**config.mk**
```make
export PLATFORM = sky130hd
export DESIGN_NAME = stt_engine
export DESIGN_NICKNAME = d
export VERILOG_FILES = /design/src/rtl/stt_pkg.sv /design/src/rtl/stt_table.sv /design/src/rtl/stt_engine.sv
export SDC_FILE = /design/constraint.sdc
export NUM_CORES = 1
export LEC_CHECK = 0
export ABC_AREA = 0
export CORE_AREA = 2 2 87 89
export CTS_CLUSTER_SIZE = 24
export DETAILED_ROUTE_END_ITERATION = 10
export DIE_AREA = 0 0 89 91
export HOLD_SLACK_MARGIN = 0.03
export PLACE_DENSITY = 0.73
export SYNTH_ARGS = -nofsm -noshare
export SYNTH_HDL_FRONTEND = slang
export SYNTH_SLANG_ARGS = --single-unit
export TNS_END_PERCENT = 20
```
**constraint.sdc**
```tcl
create_clock -name clk -period 2 [get_ports clk]
set_input_delay 0.3 -clock clk [delete_from_list [all_inputs] [get_ports clk]]
set_output_delay 0.3 -clock clk [all_outputs]
set_load 0.05 [all_outputs]
```
**src/rtl/stt_pkg.sv**
```systemverilog
// Shared definitions for the programmable state-transition engine:
// default parameters, table-entry field packing and the entry index helper.
package stt_pkg;

    localparam int unsigned STT_STATE_W_DEF     = 2;
    localparam int unsigned STT_IN_W_DEF        = 1;
    localparam int unsigned STT_OUT_W_DEF       = 8;
    localparam int unsigned STT_RESET_STATE_DEF = 0;

    // Entry fields from LSB upward; the packed entry reads {valid, next, out}.
    typedef enum logic [1:0] {
        FLD_OUT   = 2'd0,
        FLD_NEXT  = 2'd1,
        FLD_VALID = 2'd2
    } stt_field_e;

    function automatic int unsigned stt_fld_lsb(input stt_field_e fld,
                                                input int unsigned state_w,
                                                input int unsigned out_w);
        case (fld)
            FLD_OUT:  return 0;
            FLD_NEXT: return out_w;
            default:  return out_w + state_w;
        endcase
    endfunction

    function automatic int unsigned stt_entry_w(input int unsigned state_w,
                                                input int unsigned out_w);
        return state_w + out_w + 1;
    endfunction

    // Table index is the concatenation {state, in}.
    function automatic logic [31:0] stt_idx(input logic [31:0] state,
                                            input logic [31:0] sym,
                                            input int unsigned in_w);
        return (state << in_w) | sym;
    endfunction

endpackage

```
**src/rtl/stt_table.sv**
```systemverilog
// Register-file transition table: one combinational read port, one synchronous
// write port. Only the valid bits are reset; next/out payloads are not.
module stt_table
    import stt_pkg::*;
#(
    parameter int unsigned STATE_W = STT_STATE_W_DEF,
    parameter int unsigned IN_W    = STT_IN_W_DEF,
    parameter int unsigned OUT_W   = STT_OUT_W_DEF
) (
    input  logic                             clk,
    input  logic                             rst_n,
    input  logic [STATE_W+IN_W-1:0]          rd_idx,
    output logic [STATE_W+OUT_W:0]           rd_entry_c,
    input  logic                             we,
    input  logic [STATE_W+IN_W-1:0]          wr_idx,
    input  logic [STATE_W+OUT_W:0]           wr_entry
);

    localparam int unsigned IDX_W     = STATE_W + IN_W;
    localparam int unsigned DEPTH     = 1 << IDX_W;
    localparam int unsigned DATA_W    = STATE_W + OUT_W;
    localparam int unsigned VALID_BIT = stt_fld_lsb(FLD_VALID, STATE_W, OUT_W);

    logic [DEPTH-1:0]  valid_q;
    logic [DEPTH-1:0]  valid_d;
    logic [DATA_W-1:0] data_q [DEPTH];
    logic [DATA_W-1:0] data_d [DEPTH];

    // Write port: only the addressed entry changes.
    always_comb begin
        valid_d = valid_q;
        data_d  = data_q;
        if (we) begin
            valid_d[wr_idx] = wr_entry[VALID_BIT];
            data_d[wr_idx]  = wr_entry[DATA_W-1:0];
        end
    end

    always_ff @(posedge clk or negedge rst_n) begin
        if (!rst_n) begin
            valid_q <= '0;
        end else begin
            valid_q <= valid_d;
        end
    end

    always_ff @(posedge clk) begin
        data_q <= data_d;
    end

    // Read sees the registered contents, so a same-edge write is not visible yet.
    assign rd_entry_c = {valid_q[rd_idx], data_q[rd_idx]};

endmodule

```
**src/rtl/stt_engine.sv**
```systemverilog
// Programmable Mealy engine: steps one input symbol per enabled cycle through a
// run-time loaded transition table, flagging hits on invalid entries.
module stt_engine
    import stt_pkg::*;
#(
    parameter int unsigned STATE_W     = STT_STATE_W_DEF,
    parameter int unsigned IN_W        = STT_IN_W_DEF,
    parameter int unsigned OUT_W       = STT_OUT_W_DEF,
    parameter int unsigned RESET_STATE = STT_RESET_STATE_DEF
) (
    input  logic                    clk,
    input  logic                    rst_n,
    input  logic                    en,
    input  logic [IN_W-1:0]         in,
    input  logic                    clr,
    input  logic                    cfg_we,
    input  logic [STATE_W+IN_W-1:0] cfg_addr,
    input  logic [STATE_W-1:0]      cfg_next,
    input  logic [OUT_W-1:0]        cfg_out,
    input  logic                    cfg_valid,
    output logic [STATE_W-1:0]      state,
    output logic [OUT_W-1:0]        out,
    output logic                    out_vld,
    output logic                    miss,
    output logic                    err
);

    localparam int unsigned IDX_W     = STATE_W + IN_W;
    localparam int unsigned ENTRY_W   = stt_entry_w(STATE_W, OUT_W);
    localparam int unsigned OUT_LSB   = stt_fld_lsb(FLD_OUT, STATE_W, OUT_W);
    localparam int unsigned NEXT_LSB  = stt_fld_lsb(FLD_NEXT, STATE_W, OUT_W);
    localparam int unsigned VALID_BIT = stt_fld_lsb(FLD_VALID, STATE_W, OUT_W);
    localparam logic [STATE_W-1:0] RST_STATE = STATE_W'(RESET_STATE);

    logic [STATE_W-1:0] state_q, state_d;
    logic [OUT_W-1:0]   out_q, out_d;
    logic               out_vld_q, out_vld_d;
    logic               miss_q, miss_d;
    logic               err_q, err_d;

    logic [IDX_W-1:0]   rd_idx_c;
    logic [ENTRY_W-1:0] rd_entry_c;
    logic [ENTRY_W-1:0] wr_entry_c;
    logic               hit_c;
    logic [STATE_W-1:0] hit_next_c;
    logic [OUT_W-1:0]   hit_out_c;

    assign rd_idx_c = IDX_W'(stt_idx(32'(state_q), 32'(in), IN_W));

    always_comb begin
        wr_entry_c                      = '0;
        wr_entry_c[VALID_BIT]           = cfg_valid;
        wr_entry_c[NEXT_LSB +: STATE_W] = cfg_next;
        wr_entry_c[OUT_LSB +: OUT_W]    = cfg_out;
    end

    stt_table #(
        .STATE_W (STATE_W),
        .IN_W    (IN_W),
        .OUT_W   (OUT_W)
    ) u_table (
        .clk        (clk),
        .rst_n      (rst_n),
        .rd_idx     (rd_idx_c),
        .rd_entry_c (rd_entry_c),
        .we         (cfg_we),
        .wr_idx     (cfg_addr),
        .wr_entry   (wr_entry_c)
    );

    assign hit_c      = rd_entry_c[VALID_BIT];
    assign hit_next_c = rd_entry_c[NEXT_LSB +: STATE_W];
    assign hit_out_c  = rd_entry_c[OUT_LSB +: OUT_W];

    // State register.
    always_ff @(posedge clk or negedge rst_n) begin
        if (!rst_n) begin
            state_q   <= RST_STATE;
            out_q     <= '0;
            out_vld_q <= 1'b0;
            miss_q    <= 1'b0;
            err_q     <= 1'b0;
        end else begin
            state_q   <= state_d;
            out_q     <= out_d;
            out_vld_q <= out_vld_d;
            miss_q    <= miss_d;
            err_q     <= err_d;
        end
    end

    // Next state: clr beats a step; a step either hits a valid entry or misses.
    always_comb begin
        state_d   = state_q;
        out_d     = out_q;
        out_vld_d = 1'b0;
        miss_d    = 1'b0;
        err_d     = err_q;
        if (clr) begin
            state_d = RST_STATE;
            out_d   = '0;
            err_d   = 1'b0;
        end else if (en) begin
            if (hit_c) begin
                state_d   = hit_next_c;
                out_d     = hit_out_c;
                out_vld_d = 1'b1;
            end else begin
                out_d  = '0;
                miss_d = 1'b1;
                err_d  = 1'b1;
            end
        end
    end

    // Outputs straight from the registers.
    assign state   = state_q;
    assign out     = out_q;
    assign out_vld = out_vld_q;
    assign miss    = miss_q;
    assign err     = err_q;

endmodule

```
==> results of run 1 <==
-- cell usage in the layout, fill, tap and decap left out, drive strengths merged --
| master | Yosys | final |
|---|---|---|
| or2 | 1 | 1 |
| o21ai | 9 | 9 |
| clkinvlp | 0 | 1 |
| nand4b | 1 | 1 |
| o22ai | 2 | 2 |
| clkinv | 0 | 4 |
| mux2i | 8 | 8 |
| o41ai | 1 | 1 |
| a21oi | 1 | 1 |
| nand2b | 5 | 5 |
| nor3 | 2 | 2 |
| edfxtp | 80 | 80 |
| mux4 | 20 | 20 |
| buf | 6 | 20 |
| dfrtp | 21 | 21 |
| o32ai | 1 | 1 |
| nand3 | 1 | 1 |
| clkdlybuf4s50 | 0 | 30 |
| inv | 4 | 5 |
| nor4b | 1 | 1 |
| nor2 | 11 | 11 |
| clkbuf | 1 | 10 |
| o22a | 2 | 2 |
| a311o | 1 | 1 |
| mux2 | 12 | 12 |
| nand2 | 12 | 12 |
-- Yosys cell counts --
library cell	instances	share of area, %
o21ai_0	8	1.0
mux2i_1	8	2.0
o21ai_1	1	0.13
mux2_1	2	0.57
o22ai_1	2	0.32
o22a_1	2	0.44
mux2_4	1	0.38
inv_2	1	0.095
edfxtp_1	80	61
nor4b_2	1	0.38
clkbuf_2	1	0.13
dfrtp_1	21	13
buf_4	1	0.19
a311o_1	1	0.25
buf_12	1	0.51
nand2b_1	5	0.79
or2_1	1	0.16
nand3_1	1	0.13
buf_2	2	0.25
nand2_1	12	1.1
o32ai_1	1	0.22
o41ai_1	1	0.22
mux2_2	9	2.6
nand4b_1	1	0.22
inv_1	3	0.29
nor2_1	11	1.0
buf_1	1	0.095
nor3_1	2	0.25
a21oi_1	1	0.13
mux4_2	20	11
buf_6	1	0.29
-- registers in the layout (all words and copies together), names as in the netlist --
name and cells:
err 1, u_table.valid_q 8, miss 1, state 2
out 8, u_table.data_q 80, out_vld 1
-- metal layers --
| metal | global-route usage (%) | up-vias | share of wire [%] |
|---|---|---|---|
| li1 | - | 924 | - |
| met1 | 26.82 | 1016 | 43 |
| met2 | 31.28 | 49 | 51 |
| met3 | 3.364 | 5 | 5.1 |
| met4 | 7.090 | 0 | 0.94 |
| met5 | 0 | - | 0 |
-- path summary, 6_finish.rpt --
kind                            startpoint                  to  slack, ns
worst min-delay path                 rst_n              out[6]       0.29
min in group clk                    out[2]              out[2]       0.49
worst max-delay path                out[4]              out[4]       0.16
worst min register to register      out[2]              out[2]       0.49
max in group asynchronous            rst_n  u_table.valid_q[2]       1.49
worst max register to register    state[0]            state[1]       0.41
-- cells by family after synthesis --
| logic type | synth area share, % |
|---|---|
| buf+inv | 1.842 |
| simple gates | 4.128 |
| mux | 16.99 |
| flops | 74.31 |
| compound gates | 2.731 |
-- cell type report --
cell class / instances / share of cell area (%)
multi-input cells: 91 / 19.78
well taps: 99 / 2.579
clock buffers: 10 / 2.866
clock inverters: 6 / 0.9901
inverters: 4 / 0.3127
flip-flops and latches: 101 / 60.97
repair buffers: 50 / 12.51
-- metrics by stage --
| step | utilization (%) | power (mW) | TNS (ns) | instances |
|---|---|---|---|---|
| 2_1_floorplan | - | 2.932 | 0 | 203 |
| 3_3_place_gp | 64.69 | 3.197 | -0.2307 | 345 |
| 3_5_place_dp | 64.69 | 3.212 | -0.4128 | 345 |
| 4_1_cts | 67.29 | 4.373 | 0 | 361 |
| 5_1_grt | 67.29 | 4.502 | 0 | 361 |
| 6_report | 67.29 | 4.341 | 0 | 361 |
-- report_power, final --
part           total, mW  switching (mW)  internal [mW]
combinational      0.703           0.378          0.324
clock               1.18           0.687          0.495
sequential          2.46          0.0622           2.39
==> run summary, run 1 <==
OUTCOME
----------------------------------------------------------------------------------
Outcome                                                               finished, final reports clean

ROUTE
----------------------------------------------------------------------------------
Via total after detailed routing                                              1994
Antenna-violating nets left                                                      0
Wire length after detailed routing                                         7047 µm
Router iterations before antenna repair                                          4
Detailed-route wire length per cell                                       19.52 µm
Number of remaining DRC errors                                                   0
Vias per cell                                                                5.524
Detailed Route Iter0 Violations                                                105

CLOCK NETWORK
----------------------------------------------------------------------------------
TritonCTS Buffers                                                                9
Worst-skew pair later-pin latency                                          0.36 ns
CTS sink cnt                                                                   101
# H-tree levels                                                                  3
Maximum buffer depth of the clock tree                                           2
CTS tree                                                                     built
CTS clk-pin slew, worst paths                                              0.10 ns
# hold bufs at CTS                                                               0
Clock tree root buffer cell                                               clkbuf_8
Post-CTS Setup Inserts                                                           0
Post-cts gate resize count                                                       0

DIE
----------------------------------------------------------------------------------
FP Rows                                                                         31
Area inside the core boundary                                             7137 µm²
Count of boundary I/O pins                                                      33
Vertical die dimension                                                       91 µm
DIE WIDTH                                                                    89 µm
Starting density of the core                                                55.21%
Total Die Area                                                            8099 µm²

PWR
----------------------------------------------------------------------------------
Power per unit of standard cell area                                  903.9 nW/µm²
VDD IR-drop max                                                           433.9 µV
Leak Pwr                                                                  1.688 nW

YOSYS
----------------------------------------------------------------------------------
Sequential fraction of the synthesis area                                   74.31%
Syn_area_per_cell                                                        19.41 µm²
Synthesized area                                                          3940 µm²
Syn nets                                                                       223
Post-synthesis sequential element count                                        101
Yosys warning count                                                              0
Cell count after synthesis                                                     203
Count of distinct cell types in the synthesized netlist                         31

CELLS AND AREA
----------------------------------------------------------------------------------
Cell area after layout                                                    4802 µm²
Total of fill cells in the finished design                                     512
# diodes                                                                         0
Multi-input gate area in the final layout                                949.7 µm²
Area grow syn2layout                                                        21.88%
Share of final-layout standard cells stronger than drive strength 1         26.72%
Sequential standard cell area                                             2928 µm²
Final-stage net count                                                          277

JOB
----------------------------------------------------------------------------------
Max-cap violation count                                                          0

WORST SETUP PATH
----------------------------------------------------------------------------------
Critical-path cell list                                               clkdlybuf4s50_1
Standard cell with the maximum stage delay on the critical path       clkdlybuf4s50_1
Biggest cell delay along the critical path                                 0.82 ns
Highest fanout seen on the critical path                                         2
Cell depth of the worst flop-to-flop path                                        5
Worst Path Arrival                                                         1.54 ns
Largest delay contributor family on the critical path                 buffers and inverters
Category of the worst setup path launch point                                 flop
Critical path type                                                      reg -> out
Required time at the worst-slack endpoint                                  1.70 ns
CP bufs+invs                                                                     1
WP depth                                                                         1
Critical path capture point type                                       output port

GLOBAL ROUTE
----------------------------------------------------------------------------------
Via count of the first global-routing pass                                    2136
Largest net degree at the start of global routing                               22
Congestion Overflow GR                                                           0
All-layer global routing usage                                              19.44%
Initial antenna violation count                                                  0
First-pass GRT wire length                                                11300 µm

STA
----------------------------------------------------------------------------------
Endpoints failing setup                                                          0
Worst Hold Margin                                                        0.2872 ns
Relative slew margins                                                       57.78%
Fin crit period                                                           1.844 ns
Post-route clock period utilization                                         92.19%
Hold violation total from the final report                                       0
Slew at the pin closest to its max-slew limit                            0.6310 ns
Setup clock skew after layout                                           0.01157 ns
Unrepaired setup endpoints after global routing                                 no
Number of pins with negative max-slew slack in the final report                  0
Final worst-path setup slack                                             0.1563 ns
Peak clock frequency supported by timing                                0.5424 GHz

PLACED DESIGN
----------------------------------------------------------------------------------
Worst setup slack before clock tree synthesis                          -0.06606 ns
Area post-placement                                                       4617 µm²
Half-perimeter wire length of the detailed placement result                4716 µm
Port bufs                                                                       32
Final weighted congestion in routability-driven placement                   0.8212

HOLD PATH
----------------------------------------------------------------------------------
Min-Delay Path Class                                                   in -> async

No activity file was read; power rests on OpenSTA's default activity.
==> inputs of run 2 (changes only) <==
--- a/config.mk
+++ b/config.mk
@@ -7,7 +7,7 @@
 export LEC_CHECK = 0
 export ABC_AREA = 0
 export CORE_AREA = 2 2 87 89
-export CTS_CLUSTER_SIZE = 24
+export CTS_CLUSTER_SIZE = 16
 export DETAILED_ROUTE_END_ITERATION = 10
 export DIE_AREA = 0 0 89 91
 export HOLD_SLACK_MARGIN = 0.03
==> results of run 2 <==
Same layout as run 1: the final DEF is identical, and so are final timing and power.
